===== src/rtl/fifo_pkg.sv =====
// ---------------------------------------------------------------------------
// fifo_pkg
// Shared definitions for the first-word-fall-through FIFO:
//   DEFAULT_DATA_WIDTH  default word width (11 bits)
//   DEFAULT_FIFO_DEPTH  default number of entries
//   fifoParamsLegal()   elaboration-time legality check for depth and
//                       almost-full / almost-empty thresholds
// ---------------------------------------------------------------------------
package fifo_pkg;

    localparam int DEFAULT_DATA_WIDTH = 11;
    localparam int DEFAULT_FIFO_DEPTH = 8;

    // Depth must be at least 2. Almost-full may sit anywhere from 1 up to
    // the full depth. Almost-empty must stay below the full depth.
    function automatic bit fifoParamsLegal(input int depth,
                                           input int afLevel,
                                           input int aeLevel);
        return (depth >= 2) &&
               (afLevel >= 1) && (afLevel <= depth) &&
               (aeLevel >= 0) && (aeLevel <= depth - 1);
    endfunction

endpackage


===== src/rtl/fifo_wrap_ptr.sv =====
// ---------------------------------------------------------------------------
// fifo_wrap_ptr
// Modulo-FIFO_DEPTH pointer. It counts 0..FIFO_DEPTH-1 and then returns to 0,
// so it works for any depth, including non-power-of-two depths.
// Ports:
//   clk  in   clock
//   rst  in   asynchronous active-high reset (pointer -> 0)
//   clr  in   synchronous clear (pointer -> 0), wins over inc
//   inc  in   advance pointer by one
//   ptr  out  current pointer value
// ---------------------------------------------------------------------------
module fifo_wrap_ptr
    import fifo_pkg::*;
#(
    parameter  int FIFO_DEPTH = DEFAULT_FIFO_DEPTH,
    localparam int PTR_WIDTH  = $clog2(FIFO_DEPTH)
) (
    input  logic                 clk,
    input  logic                 rst,
    input  logic                 clr,
    input  logic                 inc,
    output logic [PTR_WIDTH-1:0] ptr
);

    localparam logic [PTR_WIDTH-1:0] LAST = PTR_WIDTH'(FIFO_DEPTH - 1);

    logic [PTR_WIDTH-1:0] ptr_q;
    logic [PTR_WIDTH-1:0] ptr_d;

    always_comb begin
        ptr_d = ptr_q;
        if (clr) begin
            ptr_d = '0;
        end else if (inc) begin
            // Wrap explicitly, because the depth may not be a power of two.
            ptr_d = (ptr_q == LAST) ? '0 : ptr_q + PTR_WIDTH'(1);
        end
    end

    always_ff @(posedge clk or posedge rst) begin
        if (rst) begin
            ptr_q <= '0;
        end else begin
            ptr_q <= ptr_d;
        end
    end

    assign ptr = ptr_q;

endmodule


===== src/rtl/fifo_fwft.sv =====
// ---------------------------------------------------------------------------
// fifo_fwft
// First-word-fall-through FIFO with occupancy count, almost-full and
// almost-empty thresholds, and sticky overflow/underflow flags.
// Ports:
//   clk           in   clock
//   rst           in   asynchronous active-high reset
//   din           in   write data
//   enq           in   write request (accepted when full_n)
//   full_n        out  1 = space available
//   dout          out  head-of-queue data, 0 when empty
//   deq           in   pop request (accepted when empty_n)
//   empty_n       out  1 = data available
//   clr           in   synchronous flush, wins over enq/deq
//   count         out  occupancy 0..FIFO_DEPTH
//   almost_full   out  count >= AF_LEVEL
//   almost_empty  out  count <= AE_LEVEL
//   overflow      out  sticky, set by enq while full
//   underflow     out  sticky, set by deq while empty
// ---------------------------------------------------------------------------
module fifo_fwft
    import fifo_pkg::*;
#(
    parameter  int DATA_WIDTH  = DEFAULT_DATA_WIDTH,
    parameter  int FIFO_DEPTH  = DEFAULT_FIFO_DEPTH,
    parameter  int AF_LEVEL    = FIFO_DEPTH - 1,
    parameter  int AE_LEVEL    = 1,
    localparam int COUNT_WIDTH = $clog2(FIFO_DEPTH + 1),
    localparam int PTR_WIDTH   = $clog2(FIFO_DEPTH)
) (
    input  logic                   clk,
    input  logic                   rst,
    input  logic [DATA_WIDTH-1:0]  din,
    input  logic                   enq,
    output logic                   full_n,
    output logic [DATA_WIDTH-1:0]  dout,
    input  logic                   deq,
    output logic                   empty_n,
    input  logic                   clr,
    output logic [COUNT_WIDTH-1:0] count,
    output logic                   almost_full,
    output logic                   almost_empty,
    output logic                   overflow,
    output logic                   underflow
);

    if (!fifoParamsLegal(FIFO_DEPTH, AF_LEVEL, AE_LEVEL)) begin : gen_param_check
        $error("fifo_fwft: illegal FIFO_DEPTH=%0d / AF_LEVEL=%0d / AE_LEVEL=%0d",
               FIFO_DEPTH, AF_LEVEL, AE_LEVEL);
    end

    localparam logic [COUNT_WIDTH-1:0] DEPTH_C = COUNT_WIDTH'(FIFO_DEPTH);
    localparam logic [COUNT_WIDTH-1:0] AF_C    = COUNT_WIDTH'(AF_LEVEL);
    localparam logic [COUNT_WIDTH-1:0] AE_C    = COUNT_WIDTH'(AE_LEVEL);

    logic [DATA_WIDTH-1:0]  mem_q [FIFO_DEPTH];
    logic [PTR_WIDTH-1:0]   wr_ptr;
    logic [PTR_WIDTH-1:0]   rd_ptr;
    logic [COUNT_WIDTH-1:0] count_q;
    logic [COUNT_WIDTH-1:0] count_d;
    logic                   overflow_q;
    logic                   overflow_d;
    logic                   underflow_q;
    logic                   underflow_d;
    logic                   wr_fire;
    logic                   rd_fire;

    // Acceptance uses only registered status, so full+enq+deq pops only and
    // empty+enq+deq writes only.
    assign wr_fire = enq & full_n & ~clr;
    assign rd_fire = deq & empty_n & ~clr;

    fifo_wrap_ptr #(.FIFO_DEPTH(FIFO_DEPTH)) u_wr_ptr (
        .clk (clk),
        .rst (rst),
        .clr (clr),
        .inc (wr_fire),
        .ptr (wr_ptr)
    );

    fifo_wrap_ptr #(.FIFO_DEPTH(FIFO_DEPTH)) u_rd_ptr (
        .clk (clk),
        .rst (rst),
        .clr (clr),
        .inc (rd_fire),
        .ptr (rd_ptr)
    );

    // The storage is deliberately left unreset, so it maps onto plain RAM.
    always_ff @(posedge clk) begin
        if (wr_fire) begin
            mem_q[wr_ptr] <= din;
        end
    end

    always_comb begin
        count_d     = count_q;
        overflow_d  = overflow_q;
        underflow_d = underflow_q;
        if (clr) begin
            count_d     = '0;
            overflow_d  = 1'b0;
            underflow_d = 1'b0;
        end else begin
            case ({wr_fire, rd_fire})
                2'b10:   count_d = count_q + COUNT_WIDTH'(1);
                2'b01:   count_d = count_q - COUNT_WIDTH'(1);
                default: count_d = count_q;
            endcase
            if (enq && !full_n) begin
                overflow_d = 1'b1;
            end
            if (deq && !empty_n) begin
                underflow_d = 1'b1;
            end
        end
    end

    always_ff @(posedge clk or posedge rst) begin
        if (rst) begin
            count_q     <= '0;
            overflow_q  <= 1'b0;
            underflow_q <= 1'b0;
        end else begin
            count_q     <= count_d;
            overflow_q  <= overflow_d;
            underflow_q <= underflow_d;
        end
    end

    // All status outputs are decoded from the count register alone, so they
    // cannot glitch on request inputs.
    assign full_n       = (count_q != DEPTH_C);
    assign empty_n      = (count_q != '0);
    assign almost_full  = (count_q >= AF_C);
    assign almost_empty = (count_q <= AE_C);
    assign count        = count_q;
    assign overflow     = overflow_q;
    assign underflow    = underflow_q;
    assign dout         = empty_n ? mem_q[rd_ptr] : '0;

endmodule


===== config.mk =====
export PLATFORM = sky130hd
export DESIGN_NAME = fifo_fwft
export DESIGN_NICKNAME = d
export VERILOG_FILES = /design/src/rtl/fifo_pkg.sv /design/src/rtl/fifo_wrap_ptr.sv /design/src/rtl/fifo_fwft.sv
export SDC_FILE = /design/constraint.sdc
export NUM_CORES = 1
export LEC_CHECK = 0
export BUFFER_PORTS_ARGS = -buffer_cell sky130_fd_sc_hd__buf_2
export CAP_MARGIN = 0
export CORE_ASPECT_RATIO = 0.75
export CORE_MARGIN = 2
export CORE_UTILIZATION = 53
export CTS_CLUSTER_SIZE = 12
export DETAILED_ROUTE_END_ITERATION = 12
export PLACE_DENSITY = 0.75
export SLEW_MARGIN = 15
export SYNTH_ARGS = -nofsm -noshare
export SYNTH_HDL_FRONTEND = slang
export SYNTH_SLANG_ARGS = --single-unit

===== constraint.sdc =====
create_clock -name clk -period 2.4 [get_ports clk]
set_input_delay 0.12 -clock clk [delete_from_list [all_inputs] [get_ports clk]]
set_output_delay 0.12 -clock clk [all_outputs]
set_load 0.05 [all_outputs]

# Word-level counts from Yosys, hierarchy flattened
# Memories as Yosys holds them, arrays and structs flattened.
# Cells that the tools add are included.
[word_totals]
ff_bits = 12
ramBits = 88
word_cells = 47
memories = 1
[op_classes]
n_addsub = 4
magnitude_cmp = 2
eq_ne = 5
muxes = 15
n_bitwise = 5
reduce_logical = 10
[memory_table]
columns = ["memory", "words", "word_bits", "read_ports", "rd_ports_with_merged_regs", "wr", "line_no", "text"]
rows = [
  ["mem_q", 8, 11, 1, 0, 1, "fifo_fwft.sv:56", "logic [DATA_WIDTH-1:0] mem_q [FIFO_DEPTH];"],
]
[op_table]
columns = ["cell", "n"]
rows = [
  ["$mux W3", 6],
  ["$mux W11", 1],
  ["$pmux W4 S2", 1],
  ["$reduce_bool A2 Y1", 4],
  ["$add A3 B1 Y3 const B", 2],
  ["$eq A3 B3 Y1 const B", 2],
  ["$mux W1", 6],
  ["$add A4 B1 Y4 const B", 1],
  ["$and A1 B1 Y1", 4],
  ["$ge A4 B3 Y1 const B", 1],
  ["$le A4 B1 Y1 const B", 1],
  ["$mux W4", 1],
  ["$ne A4 B4 Y1 const B", 1],
  ["$reduce_bool A4 Y1", 1],
  ["$sub A4 B1 Y4 const B", 1],
  ["$reduce_bool A3 Y1", 1],
  ["$eq A2 B1 Y1 const B", 1],
  ["$eq A2 B2 Y1 const B", 1],
  ["$logic_and A1 B1 Y1", 2],
  ["$logic_not A1 Y1", 2],
  ["$not A1 Y1", 1],
]

# Depth between registers and ports, before layout
# Gate-level depths: netlist (run 1).
[logic_depth]
word_depth = 6
ltp_mapped = 7
depth_no_buf = 7

# Modules after synthesis
# A second synthesis (run 1) with hierarchy kept.
[unflattened]
cells_unflattened = 231
hier_area_um2 = 4191.5
[modules_own_cells]
columns = ["mod", "n_inst", "cells_each", "area_each_um2", "seq_area_each_um2"]
rows = [
  ["fifo_fwft", 1, 205, 3881.2, 2792.7],
  ["fifo_wrap_ptr", 2, 13, 155.1, 75.1],
]

# Least setup slack after synthesis (run 1)
# No wires, ideal clock.
[synth_path]
path_kind = "reg-to-reg"
startpoint = "register count_q[0], in the netlist count[0]"
endpoint = "memory mem_q[0][0] (netlist bit), enable pin"
arrival_time_ns = 2.996
slack_ns = -0.989
path_stages_with_launch = 7
n_path_buf = 0
period_less_slack_ns = 3.389
path_cell_list = "dfrtp_1 inv_1 ha_1 nand3b_1 nand2_1 or3_1 nor3_1"
[synth_via]
elab_chain_cells = 5
[synth_lines]
columns = ["item", "line_no", "text"]
rows = [
  ["start: declaration", "fifo_fwft.sv:59", "logic [COUNT_WIDTH-1:0] count_q;"],
  ["start signal: assignment", "fifo_fwft.sv:125", "count_q <= count_d;"],
  ["$ne A4 B4 Y1", "fifo_fwft.sv:133", "assign full_n = (count_q != DEPTH_C);"],
  ["via full_n", "fifo_fwft.sv:35", "output logic full_n,"],
  ["$and A1 B1 Y1 (2 in a row)", "fifo_fwft.sv:70", "assign wr_fire = enq & full_n & ~clr;"],
  ["$mux W1", "fifo_fwft.sv:91", "if (wr_fire) begin"],
  ["$mux W1 (not written as such)", "fifo_fwft.sv:92", "mem_q[wr_ptr] <= din;"],
  ["end: declaration", "fifo_fwft.sv:56", ""],
]
# The timed path passes the listed nets, and every way through them passes these cells.

# Worst setup path in the final report (run 1)
[layout_path]
startpoint = "register count_q[0], in the netlist count[0]"
endpoint = "memory mem_q[0][8] (netlist bit), enable pin"
[layout_via]
elab_chain_cells = 5
[layout_lines]
columns = ["item", "line_no"]
rows = [
  ["$ne A4 B4 Y1", "fifo_fwft.sv:133"],
  ["$and A1 B1 Y1 (2 in a row)", "fifo_fwft.sv:70"],
  ["$mux W1", "fifo_fwft.sv:91"],
  ["$mux W1 (not written as such)", "fifo_fwft.sv:92"],
]
# Every way passes these cells.

==> results of run 1 <==
[routing by layer]
metal  global-route usage  vias to the layer above  routed length, um
li1                     -                     1039                  -
met1                0.258                     1150               3350
met2                0.325                       74               3800
met3               0.0514                        9                369
met4               0.0429                        0                 94
met5                    0                        -                  0
[sequential cells by signal, indices dropped and copies added (netlist names)]
signal        count
count             4
underflow         1
mem_q            88
overflow          1
u_rd_ptr.ptr      3
u_wr_ptr.ptr      3
[cell usage in the layout (no fill, tap or decap), types with 2 or more instances in the layout]
master	Yosys	final
nor2b_1	3	3
inv_6	0	2
nand2_1	9	8
buf_4	3	10
a21oi_1	8	8
nand2b_1	4	4
inv_2	0	2
nor2_4	0	4
o21ai_0	3	3
buf_2	4	36
edfxtp_1	88	88
clkinv_4	0	2
mux2i_1	12	12
o21a_1	3	3
nand3_1	6	6
a211oi_1	2	2
dfrtp_1	12	9
mux4_2	22	22
clkbuf_8	0	10
xor2_1	2	2
nor2_2	0	2
nor2_1	24	18
nor3_4	0	2
ha_1	6	5
inv_1	4	2
dfrtp_2	0	3
[final timing paths]
| path | end |
|---|---|
| worst max-delay path | mem_q[0][8] |
| worst min-delay path | mem_q[5][5] |
| worst max register to register | mem_q[0][8] |
| worst min register to register | overflow |
| max in group asynchronous | count[2] |
| min in group asynchronous | count[3] |
[kinds of logic after synthesis]
family,Yosys count
compound gates,23
xor+xnor,3
fa+ha+maj,7
buf+inv,16
flops,100
mux,35
simple gates,58
[through the flow]
stage               hold WS, ns  setup WS, ns  instances
finish                   0.0386         0.243        398
global route             0.0365        0.0941        398
CTS                      0.0191         0.201        398
detailed placement        0.174         0.252        381
global placement          0.167         0.338        381
floorplan               -0.0155        -0.279        242
[final cells by class]
type,instances,area (um2)
clock buffer,10,138
tap,105,131
fill,573,3000
sequential,100,2950
clock inverter,6,53.8
timing repair buffer,47,265
inverter,4,15.0
multi-input combinational,126,1270
[power by group through the flow]
stage / Clock [uW] / Combinational, uW / Sequential [uW]
5_1_grt: 1090 / 1340 / 1990
2_1_floorplan: 0 / 913 / 2070
6_report: 997 / 1250 / 1980
3_3_place_gp: 0 / 1250 / 2020
4_1_cts: 1030 / 1260 / 1980
3_5_place_dp: 0 / 1260 / 2020
[worst reg2reg max path, stage by stage (launching register included)]
cell and delay (ns):
dfrtp_2 0.44, inv_2 0.07, ha_4 0.19, nand3b_1 0.21, nand2_2 0.12, or3_4 0.45, nor3_4 0.17, buf_4 0.22
==> qor.csv, run 1 <==
stage,metric,value,unit
global_routing,grt_overflow,0,
hold_path,min_from,din[5],
timing,relSlewSlack,0.507,
job,max_cap_violations,0,
setup_path,crit_path_cell_trace,inv_2 -> ha_4 -> nand3b_1 -> nand2_2 -> or3_4 -> nor3_4 -> buf_4,
timing,rsz0062_at_grt,false,
setup_path,rr_worst_depth,7,
yosys,synth.area.top_cells,"edfxtp_1 63%, mux4_2 12%, dfrtp_1 7.1%, mux2i_1 2.9%, nor2_1 2.1%",
yosys,yosysTopAreaCell,edfxtp_1,
timing,tightest_slew,0.740,ns
yosys,synth-seq-cells,100,
cts,cts-root-buf,clkbuf_8,
placement,portBuffers,36,
routing,via_per_inst,5.71,
timing,finalMaxSlewViolations,0,
setup_path,cp.depth,7,
setup_path,r2r_start,count[0],
yosys,ys_warn_count,0,
setup_path,crit_path_end_kind,flip-flop,
yosys,syn_inst,242,
setup_path,cp_top_family,simple AND/OR/NAND/NOR gates,
setup_path,ff2ff_setup_slack,0.24,ns
timing,clock_skew,0.0119,ns
timing,hold_violations,0,
final_layout,antennaDiodeCount,0,
yosys,async_flop_share,0.120,
die,die_y,81.2,um
routing,vias,2272,
setup_path,worstPathMaxFanout,11,
cts,ctsHtreeMaxLevel,3,
yosys,synth-simple-area-share,0.0696,
pwr,power.switching,1430,uW
global_routing,grt_usage,0.193,
setup_path,critical_path_required,2.46,ns
yosys,yosysMostFrequentCell,edfxtp_1,
timing,fin_crit,2.16,ns
global_routing,grt_pass1_wl,12.2,mm
yosys,syn-cell-area,4210,um2
yosys,synth-compound-area-share,0.0372,
die,core-area,7810,um2
placement,dp_hpwl,5.23,mm
yosys,yosys-top-cells-count,"88 x edfxtp_1, 24 x nor2_1, 22 x mux4_2",
setup_path,crit_slowest_cell,or3_4,
setup_path,cp.arrival,2.21,ns
routing,post-route-drc-count,0,
routing,ant_nets,0,
routing,wl_per_cell,19.1,um
die,io_pins,37,
pwr,seqPwrFrac,0.469,
outcome,status,"finished, final reports clean",
timing,fmax,464,MHz
yosys,syn_area_per_cell,17.4,um2
pwr,p_int,2800,uW
die,rows,28,
timing,setup_viol,0,
cts,cts_tree,yes,
yosys,yosysSeqAreaShare,0.699,
cts,postCtsHoldBufs,1,
setup_path,worstSetupPathType,reg2reg,
cts,worstSkewPairLatency,0.35,ns
yosys,synth_cell_types,39,
global_routing,grt_pass1_vias,2268,
cts,cts_setup_buffers,0,
yosys,synth-adder-area-share,0.0205,
pwr,static-leakage-power,0.00164,uW
setup_path,critPathLaunchType,flip-flop,
cts,cts_resized,0,
pwr,p_total,4230,uW
hold_path,hp-class,in2reg,
hold_path,hold_path_depth,1,
routing,wirelength,7.62,mm
final_layout,final_net_count,310,
routing,dr.pass1.iters,4,
pwr,power_density,879,nW/um2
cts,clock-sinks,100,
pwr,switching_share,0.339,
yosys,synth_top_area_share,0.628,
global_routing,grt_max_degree,25,
yosys,syn-num-nets,264,
setup_path,crit_start,count[0],
pwr,ir_drop,0.398,mV
placement,placed_area,4610,um2
cts,cts_buffers,9,
final_layout,finish.utilization,0.616,
yosys,synth.area.mux_share,0.149,
die,die_w,107,um
cts,path_clk_slew,0.10,ns
die,die-area,8680,um2
yosys,synth_top_family_by_area,multiplexers,
die,initial_core_util,0.539,
pwr,power.clock.fraction,0.235,
global_routing,antenna_found_initial,0,
final_layout,area_delta_synth_final,14.5,%
cts,cts_buffer_depth,2,
final_layout,design_area,4820,um2
setup_path,max_stage_delay,0.45,ns
timing,fin_crit_sh,0.899,
placement,gp_congestion,0.877,
timing,tns,0,ns
routing,drtIter0Drc,156,
yosys,synth_flop_cell,edfxtp_1,
yosys,synth_xor_area_frac,0.00624,
final_layout,layout-drive-gt1-share,0.362,
pwr,combPwrFrac,0.296,
yosys,synth_edf_count,88,
setup_path,critical_path_buf_inv_count,2,
Power figures use the tool's default switching activity.
==> inputs of run 2 (changes only) <==
- ABC_AREA: unset -> 1
- SKIP_LAST_GASP: unset -> 1
==> qor.csv, run 2 <==
stage,metric,value,unit,change
routing,wirelength,9.01,mm,+18%
placement,gp_congestion,0.823,,-6.2%
cts,ctsHtreeMaxLevel,3,,unchanged
setup_path,cp_common_cell,nor2_1,,
setup_path,crit_slowest_cell,dfrtp_1,,
global_routing,antenna_found_initial,0,,unchanged
timing,hold_violations,0,,unchanged
pwr,power_density,1110,nW/um2,+27%
outcome,status,"finished, final reports clean",,
final_layout,fin_cells,528,,+33%
job,max_cap_violations,0,,unchanged
routing,dr.pass1.iters,5,,+1
cts,cts-root-buf,clkbuf_8,,
setup_path,critical_path_buf_inv_count,2,,unchanged
pwr,combPwrFrac,0.423,,+0.127
final_layout,final_cell_mix,"88 x edfxtp_1, 83 x nor2_1, 45 x nand2_1, 38 x o21ai_0, 36 x buf_2",,
routing,via_per_inst,5.48,,-4.0%
setup_path,crit_path_end_kind,primary output,,
die,initial_core_util,0.547,,+0.00823
yosys,yosysMostFrequentCell,nor2_1,,
yosys,syn-num-nets,397,,+50%
placement,dp_hpwl,6.08,mm,+16%
pwr,switching_share,0.428,,+0.0888
timing,fin_crit_sh,0.949,,+0.0502
cts,clock-sinks,100,,unchanged
pwr,p_int,3130,uW,+12%
cts,cts_tree,yes,,
yosys,synth_edf_count,88,,unchanged
final_layout,largest_reg_flops,88,,unchanged
cts,path_clk_slew,0.09,ns,about the same
timing,fin_crit,2.28,ns,+0.121 ns
routing,ant_nets,0,,unchanged
yosys,synth-seq-cells,100,,unchanged
timing,tightest_slew,0.763,ns,+0.0227 ns
yosys,yosys-top-cells-count,"91 x nor2_1, 88 x edfxtp_1, 45 x nand2_1",,
pwr,seqPwrFrac,0.371,,-0.098
yosys,yosysSeqAreaShare,0.683,,-0.0166
timing,tns,0,ns,unchanged
yosys,synth_top_area_share,0.613,,-0.0149
yosys,syn_inst,375,,+55%
die,die-area,8880,um2,+2.3%
timing,clock_skew,0.00611,ns,-0.00575 ns
setup_path,ff2ff_setup_slack,0.31,ns,+0.07 ns
pwr,power.switching,2340,uW,+63%
final_layout,regMostFlops,mem_q,,
placement,post-place-ws,0.170,ns,-0.0822 ns
yosys,syn_area_per_cell,11.5,um2,-34%
global_routing,grt_usage,0.222,,+0.0283
pwr,power.clock.fraction,0.205,,-0.030
yosys,ys_warn_count,0,,unchanged
timing,fmax,439,MHz,-5.3%
final_layout,layout_commonest_cell,edfxtp_1,,
die,die_w,108,um,+1.2%
final_layout,layout-drive-gt1-share,0.215,,-0.147
cts,worstSkewPairLatency,0.36,ns,about the same
final_layout,finish.utilization,0.623,,+0.00674
timing,rsz0062_at_grt,true,,
yosys,synth_flop_cell,edfxtp_1,,
routing,post-route-drc-count,0,,unchanged
die,rows,28,,unchanged
final_layout,largestRegisters,"mem_q: 88 flops, count: 4 flops",,
cts,cts_buffer_depth,2,,unchanged
die,io_pins,37,,unchanged
final_layout,antennaDiodeCount,0,,unchanged
hold_path,hp-class,in2reg,,
final_layout,final_net_count,441,,+42%
yosys,syn-cell-area,4310,um2,+2.4%
timing,finalMaxSlewViolations,0,,unchanged
routing,wl_per_cell,17.1,um,-11%
setup_path,max_stage_delay,0.66,ns,+0.21 ns
setup_path,worstPathMaxFanout,13,,+2
timing,holdWs,0.0455,ns,+0.00692 ns
global_routing,grt_max_degree,45,,+80%
setup_path,crit_path_cell_trace,clkinvlp_4 -> o21ai_0 -> o22ai_1 -> nor2_1 -> nor2_1 -> buf_2,,
placement,placed_cells,512,,+34%
pwr,static-leakage-power,0.00188,uW,+14%
global_routing,grt_overflow,0,,unchanged
final_layout,area_delta_synth_final,14.0,%,
timing,setup_viol,0,,unchanged
routing,drtIter0Drc,293,,+88%
timing,relSlewSlack,0.492,,-0.0151
die,core-area,7880,um2,+0.90%
setup_path,worstSetupPathType,reg2out,,
placement,portBuffers,36,,unchanged
yosys,synth_cell_types,30,,-23%
yosys,async_flop_share,0.120,,unchanged
pwr,ir_drop,0.551,mV,+39%
timing,worst_slack,0.123,ns,-0.121 ns
die,die_y,82.1,um,+1.2%
global_routing,grt_pass1_wl,14.2,mm,+16%
cts,cts_buffers,9,,unchanged
global_routing,grt_pass1_vias,2713,,+20%
yosys,yosysTopAreaCell,edfxtp_1,,
setup_path,cp_top_family,flip-flops,,
yosys,synth.area.top_cells,"edfxtp_1 61%, nor2_1 7.9%, dfrtp_1 7.0%, o21ai_0 4.4%, nand2_1 3.9%",,
setup_path,cp.arrival,2.16,ns,-0.05 ns
routing,vias,2895,,+27%
setup_path,critical_path_required,2.28,ns,-0.18 ns
final_layout,fillCellCount,614,,+7.2%
setup_path,critPathLaunchType,flip-flop,,
## run 2: cell count changes after synthesis, sizes merged, moves of 4 or more
cell    change
nor2       +70
o21ai      +44
nand2      +40
mux4       -22
inv        +14
mux2i      -12
o22ai      +12
o211ai     +11
nand2b      -5
a21oi       -4
clkbuf      +4
## run 2: metrics by stage
| step | total power (uW) | area [um2] |
|---|---|---|
| 2_1_floorplan | 3800 | 4330 |
| 3_3_place_gp | 4350 | 4680 |
| 3_5_place_dp | 4370 | 4680 |
| 4_1_cts | 5490 | 4900 |
| 5_1_grt | 5770 | 4910 |
| 6_report | 5480 | 4910 |
## run 2: layer usage
metal | GRT usage | up-vias | wire length, um
li1 | - | 1392 | -
met1 | 0.335 | 1395 | 4290
met2 | 0.330 | 97 | 4050
met3 | 0.0471 | 11 | 578
met4 | 0.0603 | 0 | 91
met5 | 0 | - | 0
## run 2: what timing repair did
action | CTS | global route
setup endpoints to repair | 0 | 14
setup buffers | 0 | 0
endpoints found under the hold margin | 12 | 0
gates resized for setup | 0 | 2
hold buffers | 1 | 0
## run 2: area by class of cell
cell class              count  area (um2)  area share
repair buffers             51         320      0.0652
multi-input cells         239        1230       0.251
clock inverters             6        88.8      0.0181
inverters                  18        71.3      0.0145
flip-flops and latches    100        2950       0.600
clock buffers               9         124      0.0252
well taps                 105         131      0.0267
## run 2: worst paths after layout
path / startpoint / to / cells past startpoint
min in group asynchronous: rst / u_rd_ptr.ptr[0] / 3
max in group asynchronous: rst / count[0] / 3
setup reg to reg: count[0] / mem_q[2][4] / 7
hold / removal: din[8] / mem_q[7][8] / 1
hold reg to reg: underflow / underflow / 1
setup / recovery: u_rd_ptr.ptr[1] / dout[1] / 6
## run 2: power groups by stage
stage	Combinational (uW)	Sequential, uW	Clock, uW
global route	2510	2040	1220
detailed placement	2300	2070	0
CTS	2310	2030	1150
global placement	2290	2060	0
floorplan	1630	2170	0
finish	2320	2030	1120
## run 2: cells by family (layout without fill, tap and decap cells)
family          Yosys count  in the layout  share of synthesized area
compound gates           78             78                      0.107
buf+inv                  36             84                     0.0374
simple gates            152            152                      0.149
xor+xnor                  3              3                    0.00610
fa+ha+maj                 6              6                     0.0174
flops                   100            100                      0.683
==> inputs of run 3 (changes only) <==
- ABC_AREA: 1 -> unset
- SETUP_SLACK_MARGIN: unset -> 0.3
==> qor.csv, run 3 (synthesis gave the netlist of run 1 again) <==
stage,metric,value,unit,change
setup_path,crit_path_end_kind,flip-flop,,
pwr,ir_drop,0.410,mV,-26%
global_routing,antenna_found_initial,0,,unchanged
routing,post-route-drc-count,0,,unchanged
die,core-area,7810,um2,-0.89%
timing,rsz0062_at_grt,true,,
final_layout,antennaDiodeCount,0,,unchanged
pwr,static-leakage-power,0.00173,uW,-7.9%
cts,cts_buffer_depth,2,,unchanged
job,max_cap_violations,0,,unchanged
global_routing,grt_pass1_wl,12.1,mm,-15%
hold_path,hp-class,in2reg,,
routing,wl_per_cell,19.4,um,+13%
timing,hold_violations,0,,unchanged
setup_path,crit_path_cell_trace,inv_2 -> ha_4 -> nand3b_1 -> nand2_2 -> or3_4 -> nor3_4 -> buf_6,,
final_layout,fillCellCount,535,,-13%
cts,ctsHtreeMaxLevel,3,,unchanged
final_layout,regMostFlops,mem_q,,
timing,finalMaxSlewViolations,0,,unchanged
setup_path,cp_top_family,simple AND/OR/NAND/NOR gates,,
routing,wirelength,7.96,mm,-12%
cts,cts-root-buf,clkbuf_8,,
pwr,power_density,872,nW/um2,-22%
setup_path,worstPathMaxFanout,7,,-6
setup_path,crit_slowest_cell,or3_4,,
timing,setup_viol,0,,unchanged
final_layout,layout_commonest_cell,edfxtp_1,,
timing,worst_slack,0.330,ns,+0.207 ns
placement,placed_cells,379,,-26%
timing,fmax,483,MHz,+10%
cts,clock-sinks,100,,unchanged
outcome,status,"finished, final reports clean",,
timing,clock_skew,0.00931,ns,+0.00320 ns
pwr,p_total,4390,uW,-20%
routing,via_per_inst,5.69,,+3.8%
cts,worstSkewPairLatency,0.37,ns,about the same
setup_path,worstSetupPathType,reg2reg,,
timing,fin_crit_sh,0.863,,-0.0861
global_routing,grt_max_degree,25,,-44%
cts,cts_buffers,9,,unchanged
die,die_y,81.2,um,-1.1%
placement,gp_congestion,0.870,,+5.8%
cts,path_clk_slew,0.10,ns,about the same
die,rows,28,,unchanged
final_layout,final_cell_mix,"88 x edfxtp_1, 27 x buf_2, 22 x mux4_2, 20 x nor2_1, 17 x buf_4",,
final_layout,layout-drive-gt1-share,0.382,,+0.167
setup_path,critPathLaunchType,flip-flop,,
global_routing,grt_usage,0.194,,-0.0274
final_layout,regArea,2950,um2,about the same
final_layout,fin_cells,411,,-22%
die,die-area,8680,um2,-2.3%
placement,portBuffers,36,,unchanged
routing,dr.pass1.iters,4,,-1
routing,ant_nets,0,,unchanged
global_routing,grt_pass1_vias,2245,,-17%
timing,fin_crit,2.07,ns,-0.207 ns
final_layout,final_net_count,323,,-27%
final_layout,area_delta_synth_final,19.7,%,
final_layout,largestRegisters,"mem_q: 88 flops, count: 4 flops",,
global_routing,grt_overflow,0,,unchanged
cts,cts_tree,yes,,
routing,vias,2340,,-19%
placement,post-place-ws,0.231,ns,+0.0609 ns
die,die_w,107,um,-1.2%
placement,dp_hpwl,5.09,mm,-16%
timing,tightest_slew,0.732,ns,-0.0307 ns
timing,tns,0,ns,unchanged
final_layout,largest_reg_flops,88,,unchanged
timing,relSlewSlack,0.512,,+0.0205
setup_path,critical_path_required,2.49,ns,+0.21 ns
routing,drtIter0Drc,158,,-46%
die,initial_core_util,0.539,,-0.00823
setup_path,cp.arrival,2.16,ns,about the same
setup_path,max_stage_delay,0.45,ns,-0.21 ns
setup_path,critical_path_buf_inv_count,2,,unchanged
final_layout,multi_input_area,1260,um2,+2.4%
die,io_pins,37,,unchanged
[run 3: cell count changes in the layout (fill, tap and decap cells not counted), moves of 11 or more]
cell	change
o211ai_1	-11
mux2i_1	+12
o22ai_1	-12
o21ai_0	-35
inv_1	-12
mux4_2	+22
nand2_1	-37
nor2_1	-63
[run 3: path summary, 6_finish.rpt]
kind / cells past startpoint / to / slack (ns) / startpoint
worst max-delay path: 7 / mem_q[0][9] / 0.33 / count[0]
worst min-delay path: 1 / mem_q[2][8] / 0.02 / din[8]
worst max register to register: 7 / mem_q[0][9] / 0.33 / count[0]
worst min register to register: 2 / overflow / 0.51 / overflow
max in group asynchronous: 3 / count[2] / 1.71 / rst
min in group asynchronous: 3 / count[3] / 0.33 / rst
[run 3: timing repair]
item,in CTS,in global routing
endpoints found under the setup margin,59,88
cloned,0,2
hold buffers,1,0
gates resized for setup,5,32
setup buffers,3,10
hold endpoints to repair,12,0
pin swaps,1,4
[run 3: cell type report]
cell class,count,share of cell area
tap,105,0.0261
sequential,100,0.585
inverter,4,0.00298
clock buffer,9,0.0246
timing repair buffer,60,0.0992
clock inverter,7,0.0112
multi-input combinational,126,0.250
[run 3: routing by layer]
metal / vias to the layer above / part of all wire / global-route usage
met3: 6 / 0.044 / 0.0570
li1: 1064 / - / -
met1: 1213 / 0.45 / 0.257
met5: - / 0 / 0
met2: 57 / 0.50 / 0.320
met4: 0 / 0.0073 / 0.0545
[run 3: power by group]
part | leakage (uW) | switching (uW) | internal, uW
clock | 0.0000862 | 592 | 391
combinational | 0.000691 | 841 | 569
sequential | 0.000952 | 51.9 | 1940
[run 3: stage by stage]
stage	hold WS [ns]	instance area, um2	utilization
after floorplan	-0.0155	4280	-
after global routing	0.0141	5030	0.644
final	0.0200	5030	0.644
after detailed placement	0.167	4590	0.587
after global placement	0.159	4590	0.587
after CTS	0.0112	4840	0.619
